File: src/rtl/pipe_ctrl_pkg.sv
// Shared types and constants for the pipeline sequencer: stall masks, FSM state codes, address type.
// Optional stall watchdog is enabled by defining PIPE_CTRL_WATCHDOG_EN.
package pipe_ctrl_pkg;

   localparam int ADDR_W = 32;
   typedef logic [ADDR_W-1:0] addr_t;

   // stall bit order: [0]=PC [1]=IF [2]=ID [3]=EX [4]=MEM [5]=WB
   localparam logic [5:0] STALL_NONE = 6'b000000;
   localparam logic [5:0] STALL_ID   = 6'b000111;
   localparam logic [5:0] STALL_EX   = 6'b001111;
   localparam logic [5:0] STALL_MEM  = 6'b011111;

   typedef enum logic [1:0] {
      PCTRL_RUN   = 2'd0,
      PCTRL_STALL = 2'd1,
      PCTRL_FLUSH = 2'd2
   } pctrl_state_e;

   // The deepest requesting stage freezes itself and everything upstream of it.
   function automatic logic [5:0] stall_mask(input logic req_id, input logic req_ex,
                                             input logic req_mem);
      logic [5:0] m;
      if (req_mem)     m = STALL_MEM;
      else if (req_ex) m = STALL_EX;
      else if (req_id) m = STALL_ID;
      else             m = STALL_NONE;
      return m;
   endfunction

endpackage

File: src/rtl/pipe_ctrl_if.sv
// Request/response bundle between the pipeline stages (master) and the sequencer (slave).
interface pipe_ctrl_if;
   import pipe_ctrl_pkg::*;

   logic        stallreq_id;
   logic        stallreq_ex;
   logic        stallreq_mem;
   logic        id_br_req;
   addr_t       id_br_addr;
   logic        excp_req;
   addr_t       excp_vector;
   logic [5:0]  stall;
   logic        flush;
   logic        branchEN;
   addr_t       branchAddr;
   logic        wdt_timeout;

   modport master (
      output stallreq_id, stallreq_ex, stallreq_mem, id_br_req, id_br_addr, excp_req, excp_vector,
      input  stall, flush, branchEN, branchAddr, wdt_timeout
   );

   modport slave (
      input  stallreq_id, stallreq_ex, stallreq_mem, id_br_req, id_br_addr, excp_req, excp_vector,
      output stall, flush, branchEN, branchAddr, wdt_timeout
   );

endinterface

File: src/rtl/pipe_ctrl_redirect_hold.sv
// Redirect mux into pc: exception vector, deferred branch, or live branch; holds one branch
// target while pc is stalled so a single-cycle branch pulse is never lost.
module pipe_ctrl_redirect_hold
   import pipe_ctrl_pkg::*;
(
   input  logic  clk,
   input  logic  rst,
   input  logic  excp_req_i,
   input  addr_t excp_vector_i,
   input  logic  flush_i,
   input  logic  stall_pc_i,
   input  logic  br_req_i,
   input  addr_t br_addr_i,
   output logic  branch_en_o,
   output addr_t branch_addr_o
);

   logic  pend_vld_q, pend_vld_d;
   addr_t pend_addr_q, pend_addr_d;

   always_ff @(posedge clk) begin
      if (rst) begin
         pend_vld_q  <= 1'b0;
         pend_addr_q <= '0;
      end else begin
         pend_vld_q  <= pend_vld_d;
         pend_addr_q <= pend_addr_d;
      end
   end

   always_comb begin
      branch_en_o   = 1'b0;
      branch_addr_o = '0;
      pend_vld_d    = pend_vld_q;
      pend_addr_d   = pend_addr_q;
      if (excp_req_i) begin
         branch_en_o   = 1'b1;
         branch_addr_o = excp_vector_i;
         pend_vld_d    = 1'b0;
      end else if (flush_i) begin
         pend_vld_d = 1'b0;
      end else if (pend_vld_q && !stall_pc_i) begin
         // A branch arriving while the old one drains becomes the next pending target.
         branch_en_o   = 1'b1;
         branch_addr_o = pend_addr_q;
         pend_vld_d    = br_req_i;
         if (br_req_i) pend_addr_d = br_addr_i;
      end else if (br_req_i && !stall_pc_i && !pend_vld_q) begin
         branch_en_o   = 1'b1;
         branch_addr_o = br_addr_i;
      end else if (br_req_i) begin
         pend_vld_d  = 1'b1;
         pend_addr_d = br_addr_i;
      end
   end

endmodule

File: src/rtl/pipe_ctrl.sv
// Pipeline sequencer: merges stage stall requests, runs the exception flush, drives the pc redirect.
// Define PIPE_CTRL_WATCHDOG_EN to add the sticky stall watchdog (wdt_timeout), otherwise tied to 0.
//
// state       | meaning
// PCTRL_RUN   | no stall request, pipeline advancing
// PCTRL_STALL | at least one stage stall request active
// PCTRL_FLUSH | exception flush in progress, stalls and branches suppressed
module pipe_ctrl
   import pipe_ctrl_pkg::*;
#(
   parameter int unsigned FLUSH_CYCLES = 1,
   parameter int unsigned WDT_LIMIT    = 1024
) (
   input  logic      clk,
   input  logic      rst,
   pipe_ctrl_if.slave bus
);

   if (FLUSH_CYCLES < 1 || FLUSH_CYCLES > 15 || WDT_LIMIT < 1 || WDT_LIMIT > 65535) begin : g_bad_param
      $error("pipe_ctrl: FLUSH_CYCLES must be 1..15 and WDT_LIMIT 1..65535");
   end

   localparam logic [3:0] FLUSH_LOAD = 4'(FLUSH_CYCLES - 1);

   pctrl_state_e state_q, state_d;
   logic [3:0]   fcnt_q, fcnt_d;
   logic         stall_any;
   logic         in_flush;
   logic [5:0]   stall_vec;

   assign stall_any = bus.stallreq_id | bus.stallreq_ex | bus.stallreq_mem;

   always_ff @(posedge clk) begin
      if (rst) begin
         state_q <= PCTRL_RUN;
         fcnt_q  <= '0;
      end else begin
         state_q <= state_d;
         fcnt_q  <= fcnt_d;
      end
   end

   always_comb begin
      state_d = state_q;
      fcnt_d  = fcnt_q;
      if (bus.excp_req) begin
         state_d = PCTRL_FLUSH;
         fcnt_d  = FLUSH_LOAD;
      end else begin
         case (state_q)
            PCTRL_RUN:   if (stall_any) state_d = PCTRL_STALL;
            PCTRL_STALL: if (!stall_any) state_d = PCTRL_RUN;
            PCTRL_FLUSH: begin
               if (fcnt_q == 4'd0) state_d = stall_any ? PCTRL_STALL : PCTRL_RUN;
               else                fcnt_d  = fcnt_q - 4'd1;
            end
            default:     state_d = PCTRL_RUN;
         endcase
      end
   end

   always_comb begin
      in_flush  = (state_q == PCTRL_FLUSH);
      stall_vec = STALL_NONE;
      if (!bus.excp_req && !in_flush)
         stall_vec = stall_mask(bus.stallreq_id, bus.stallreq_ex, bus.stallreq_mem);
   end

   assign bus.stall = stall_vec;
   assign bus.flush = bus.excp_req | in_flush;

   pipe_ctrl_redirect_hold u_redirect (
      .clk           (clk),
      .rst           (rst),
      .excp_req_i    (bus.excp_req),
      .excp_vector_i (bus.excp_vector),
      .flush_i       (in_flush),
      .stall_pc_i    (stall_vec[0]),
      .br_req_i      (bus.id_br_req),
      .br_addr_i     (bus.id_br_addr),
      .branch_en_o   (bus.branchEN),
      .branch_addr_o (bus.branchAddr)
   );

`ifdef PIPE_CTRL_WATCHDOG_EN
   logic [15:0] wdt_cnt_q, wdt_cnt_d;
   logic        wdt_q, wdt_d;

   always_ff @(posedge clk) begin
      if (rst) begin
         wdt_cnt_q <= '0;
         wdt_q     <= 1'b0;
      end else begin
         wdt_cnt_q <= wdt_cnt_d;
         wdt_q     <= wdt_d;
      end
   end

   // stall_vec[0] is already low in FLUSH, so one condition covers both clears.
   always_comb begin
      wdt_cnt_d = '0;
      if (stall_vec[0]) wdt_cnt_d = (wdt_cnt_q == 16'hFFFF) ? wdt_cnt_q : wdt_cnt_q + 16'd1;
      wdt_d = wdt_q | (wdt_cnt_d >= 16'(WDT_LIMIT));
   end

   assign bus.wdt_timeout = wdt_q;
`else
   assign bus.wdt_timeout = 1'b0;
`endif

endmodule
File: src/flat_wrapper.sv
// flat-port wrapper written by rule: the top's interface ports become plain ports
module pipe_ctrl_flat import pipe_ctrl_pkg::*;
#(
   parameter int unsigned FLUSH_CYCLES = 1,
   parameter int unsigned WDT_LIMIT    = 1024
)
  (clk, rst, bus_stallreq_id, bus_stallreq_ex, bus_stallreq_mem, bus_id_br_req, bus_id_br_addr, bus_excp_req, bus_excp_vector, bus_stall, bus_flush, bus_branchEN, bus_branchAddr, bus_wdt_timeout);
  pipe_ctrl_if bus_i ();
  input  logic clk;
  input  logic rst;
  input wire logic [$bits(bus_i.stallreq_id)-1:0] bus_stallreq_id;
  input wire logic [$bits(bus_i.stallreq_ex)-1:0] bus_stallreq_ex;
  input wire logic [$bits(bus_i.stallreq_mem)-1:0] bus_stallreq_mem;
  input wire logic [$bits(bus_i.id_br_req)-1:0] bus_id_br_req;
  input wire logic [$bits(bus_i.id_br_addr)-1:0] bus_id_br_addr;
  input wire logic [$bits(bus_i.excp_req)-1:0] bus_excp_req;
  input wire logic [$bits(bus_i.excp_vector)-1:0] bus_excp_vector;
  output wire logic [$bits(bus_i.stall)-1:0] bus_stall;
  output wire logic [$bits(bus_i.flush)-1:0] bus_flush;
  output wire logic [$bits(bus_i.branchEN)-1:0] bus_branchEN;
  output wire logic [$bits(bus_i.branchAddr)-1:0] bus_branchAddr;
  output wire logic [$bits(bus_i.wdt_timeout)-1:0] bus_wdt_timeout;
  assign bus_i.stallreq_id = bus_stallreq_id;
  assign bus_i.stallreq_ex = bus_stallreq_ex;
  assign bus_i.stallreq_mem = bus_stallreq_mem;
  assign bus_i.id_br_req = bus_id_br_req;
  assign bus_i.id_br_addr = bus_id_br_addr;
  assign bus_i.excp_req = bus_excp_req;
  assign bus_i.excp_vector = bus_excp_vector;
  assign bus_stall = bus_i.stall;
  assign bus_flush = bus_i.flush;
  assign bus_branchEN = bus_i.branchEN;
  assign bus_branchAddr = bus_i.branchAddr;
  assign bus_wdt_timeout = bus_i.wdt_timeout;
  pipe_ctrl #(.FLUSH_CYCLES(FLUSH_CYCLES), .WDT_LIMIT(WDT_LIMIT)) u_core (.clk(clk), .rst(rst), .bus(bus_i));
endmodule
File: config.mk
export PLATFORM = sky130hd
export DESIGN_NAME = pipe_ctrl_flat
export DESIGN_NICKNAME = d
export VERILOG_FILES = /design/src/rtl/pipe_ctrl_pkg.sv /design/src/rtl/pipe_ctrl_if.sv /design/src/rtl/pipe_ctrl_redirect_hold.sv /design/src/rtl/pipe_ctrl.sv /design/src/flat_wrapper.sv
export SDC_FILE = /design/constraint.sdc
export NUM_CORES = 1
export LEC_CHECK = 0
export CAP_MARGIN = 15
export CORE_MARGIN = 2
export CORE_UTILIZATION = 42
export CTS_CLUSTER_SIZE = 24
export DETAILED_ROUTE_END_ITERATION = 12
export PLACE_DENSITY = 0.77
export SLEW_MARGIN = 10
export SYNTH_ARGS = -nofsm -noshare
export SYNTH_HDL_FRONTEND = slang
export SYNTH_HIERARCHICAL = 1
export SYNTH_SLANG_ARGS = --single-unit
File: constraint.sdc
create_clock -name clk -period 2.6 [get_ports clk]
set_input_delay 0.52 -clock clk [delete_from_list [all_inputs] [get_ports clk]]
set_output_delay 0.52 -clock clk [all_outputs]
set_load 0.05 [all_outputs]
==> metrics.yaml <==
viasPerCell: 5.381
core_sq_mm: 0.005816
clockBufferDepth: 2
crit_top_cell: "buf_12"
grt_usage_pct: 25.56
wl_per_cell_um: 17.26
critical_path_class: "register to output port"
clk_latency_ns: 0.30
drv_slew: 0
status: "finished clean"
ys_seq_area_share_pct: 31.36
io_buffers: 109
whs_path_depth: 2
die-area_sq_mm: 0.006560
place_ws_ns: -0.3320
fin_ws_ns: 0.001369
nets: 471
firstDrtPassIters: 5
yosysTopAreaCell: "dfxtp_1"
hp-class: "register to register"
ios: 112
powerDensity_mw_per_mm2: 430.9
wl_met1_mm: 3.288
antenna_found_initial: 0
first_iter_violations: 132
path_clk_slew_ns: 0.07
area_growth_pct: 88.39
multi_input_area_sq_mm: 0.001772
chipHeight_um: 81.00
drv_cap: 0
slowest_delay_ns: 0.40
cts_tree: "yes"
grt_pass1_wl_mm: 12.73
fmax_ghz: 0.3848
endpoint_kind: "output port"
synthTopCellsByCount: "66 x nand2b_1, 39 x dfxtp_1, 33 x a21o_1, 32 x a22o_1, 32 x mux2i_1"
finalSetupViolCount: 0
antenna_cells: 0
dp_hpwl_mm: 4.952
routed.top_layer: "met4"
rsz0062_at_grt: "true"
grt_overflow: 0
die_x_um: 81.00
ys_ff_latch: 39
leakage_nw: 1.906
swShare_pct: 29.45
yosys-top-cells-area: "dfxtp_1 31%, nand2b_1 17%, mux2i_1 13%"
startpoint_type: "register"
grt_max_degree: 41
postRouteAntennaNets: 0
cts_hold_buf: 0
p_switching_w: 0.0005952
syn_area_per_cell_sq_um: 9.256
p_clk_share_pct: 30.1
fill_cells: 359
reg2reg_depth: 9
vias: 2556
ys_types: 34
critPathSlowestCell: "or3b_4"
synth_top_cell_area_share_pct: 31.36
start_util_pct: 42.81
syn_inst: 269
placed_cell_area_sq_mm: 0.004129
critical_path_peak_fanout: 7
fp-row-count: 28
seq_area_sq_um: 783.3
power_frac_seq_pct: 30.9
cts.sinks: 39
hold_viol: 0
synth-async-reset-ratio_pct: 0
place_congestion: 0.6951
comb_power_share_pct: 38.9
drc: 0
synth.most_common_cell: "nand2b_1"
ir_worst_vdd_mv: 0.2596
cts_buffers: 5
path_cells: "nand2b_4, clkinv_2, or3b_4, nor3_4, buf_6, buf_4, buf_12, a21o_4, buf_12"
grt_pass1_vias: 2606
wl_met3_um: 514
fin_area_sq_mm: 0.004691
syn_area_sq_mm: 0.002490
cp.arrival_ns: 2.08
cp.required_ns: 2.08
wirelength_mm: 8.197
fin_crit_ns: 2.599
cts_root_buf: "clkbuf_8"
finalClockSkew_ns: 0.004118
htree_levels: 2
synth_edf_count: 0
met2WireLength_mm: 4.277
min_period_over_period_pct: 99.95
drive_gt1_share_pct: 33.50
internal-power_w: 0.001426
synth-main-ff-cell: "dfxtp_1"
ys_warn_count: 6
## routing by layer
layer	global-route usage (%)	vias up
li1	-	1206
met1	30.21	1244
met2	44.38	95
met3	6.333	11
met4	10.00	0
met5	0	-
## cell usage in the layout (no fill, tap or decap), types with 2 or more instances in the layout
cell,count
clkdlybuf4s50_1,65
nand2b_1,64
buf_12,42
dfxtp_1,37
a22o_1,32
mux2i_1,32
a21o_4,26
buf_4,25
nor2_1,7
clkbuf_8,5
buf_6,4
inv_1,4
a21oi_1,4
a21o_2,4
buf_8,3
buf_16,3
clkbuf_2,3
a21o_1,3
bufinv_16,2
nand2b_4,2
nor3_4,2
nand3_1,2
nor3_2,2
conb_1,2
dfxtp_2,2
## timing repair
action | 4_1_cts | 5_1_grt
endpoints found under the setup margin | 33 | 32
cloned | 5 | 0
setup buffers | 8 | 8
gates resized for setup | 31 | 28
pin swaps | 5 | 15
## registers in the layout, indices dropped and copies added, names as in the netlist
signal,cells
u_core/fcnt_q,4
u_core/state_q,2
u_core/u_redirect/pend_addr_q,32
u_core/u_redirect/pend_vld_q,1
## final cells by class
cell class                      count  area share (%)
Clock inverter                      2           1.280
Inverter                            6          0.5068
Clock buffer                        6           1.547
Tap cell                           75           2.001
Multi-Input combinational cell    200           37.77
Sequential cell                    39           16.70
Timing Repair Buffer              147           40.20
## final timing paths
check,start,end,slack (ns)
max,u_core/state_q[0],bus_branchAddr[20],0.001
min,u_core/u_redirect/pend_addr_q[30],u_core/u_redirect/pend_addr_q[30],0.48
max reg2reg,u_core/state_q[0],u_core/u_redirect/pend_vld_q,0.83
min reg2reg,u_core/u_redirect/pend_addr_q[30],u_core/u_redirect/pend_addr_q[30],0.48
## power by group through the flow
stage               clock [W]  combinational [W]  sequential [W]
floorplan                   0           0.000348        0.000635
global placement            0           0.000694        0.000637
detailed placement          0           0.000702        0.000637
CTS                  0.000615           0.000750        0.000624
global route         0.000644           0.000818        0.000627
finish               0.000609           0.000787        0.000625
## critical path: cells and delay by family (launching register included)
kind | cells | cell delay [ns]
simple gates | 3 | 0.70
flops | 1 | 0.34
buf+inv | 5 | 0.59
compound gates | 1 | 0.14
## cell families after synthesis
| family | count (synthesis) | synth area share (%) |
|---|---|---|
| AOI/OAI and AO/OA | 76 | 24.07 |
| other | 1 | 0.1506 |
| and+or+nand+nor | 89 | 23.47 |
| adders and majority gates | 1 | 0.5024 |
| muxes | 32 | 12.86 |
| DFF | 39 | 31.36 |
| buffers and inverters | 31 | 7.588 |
## per-stage QoR
step           power (W)  setup TNS, ns  utilization (%)  hold slack [ns]  instances
5_1_grt         0.002089         -1.056            80.66           0.5009        475
3_5_place_dp    0.001339         -9.688            71.00           0.4620        448
6_report        0.002021              0            80.66           0.4812        475
4_1_cts         0.001989       -0.08817            77.90           0.4813        469
3_3_place_gp    0.001331         -7.642            71.00           0.4576        448
2_1_floorplan  0.0009829              0                -           0.4484        270
(Power assumes the default switching activity.)
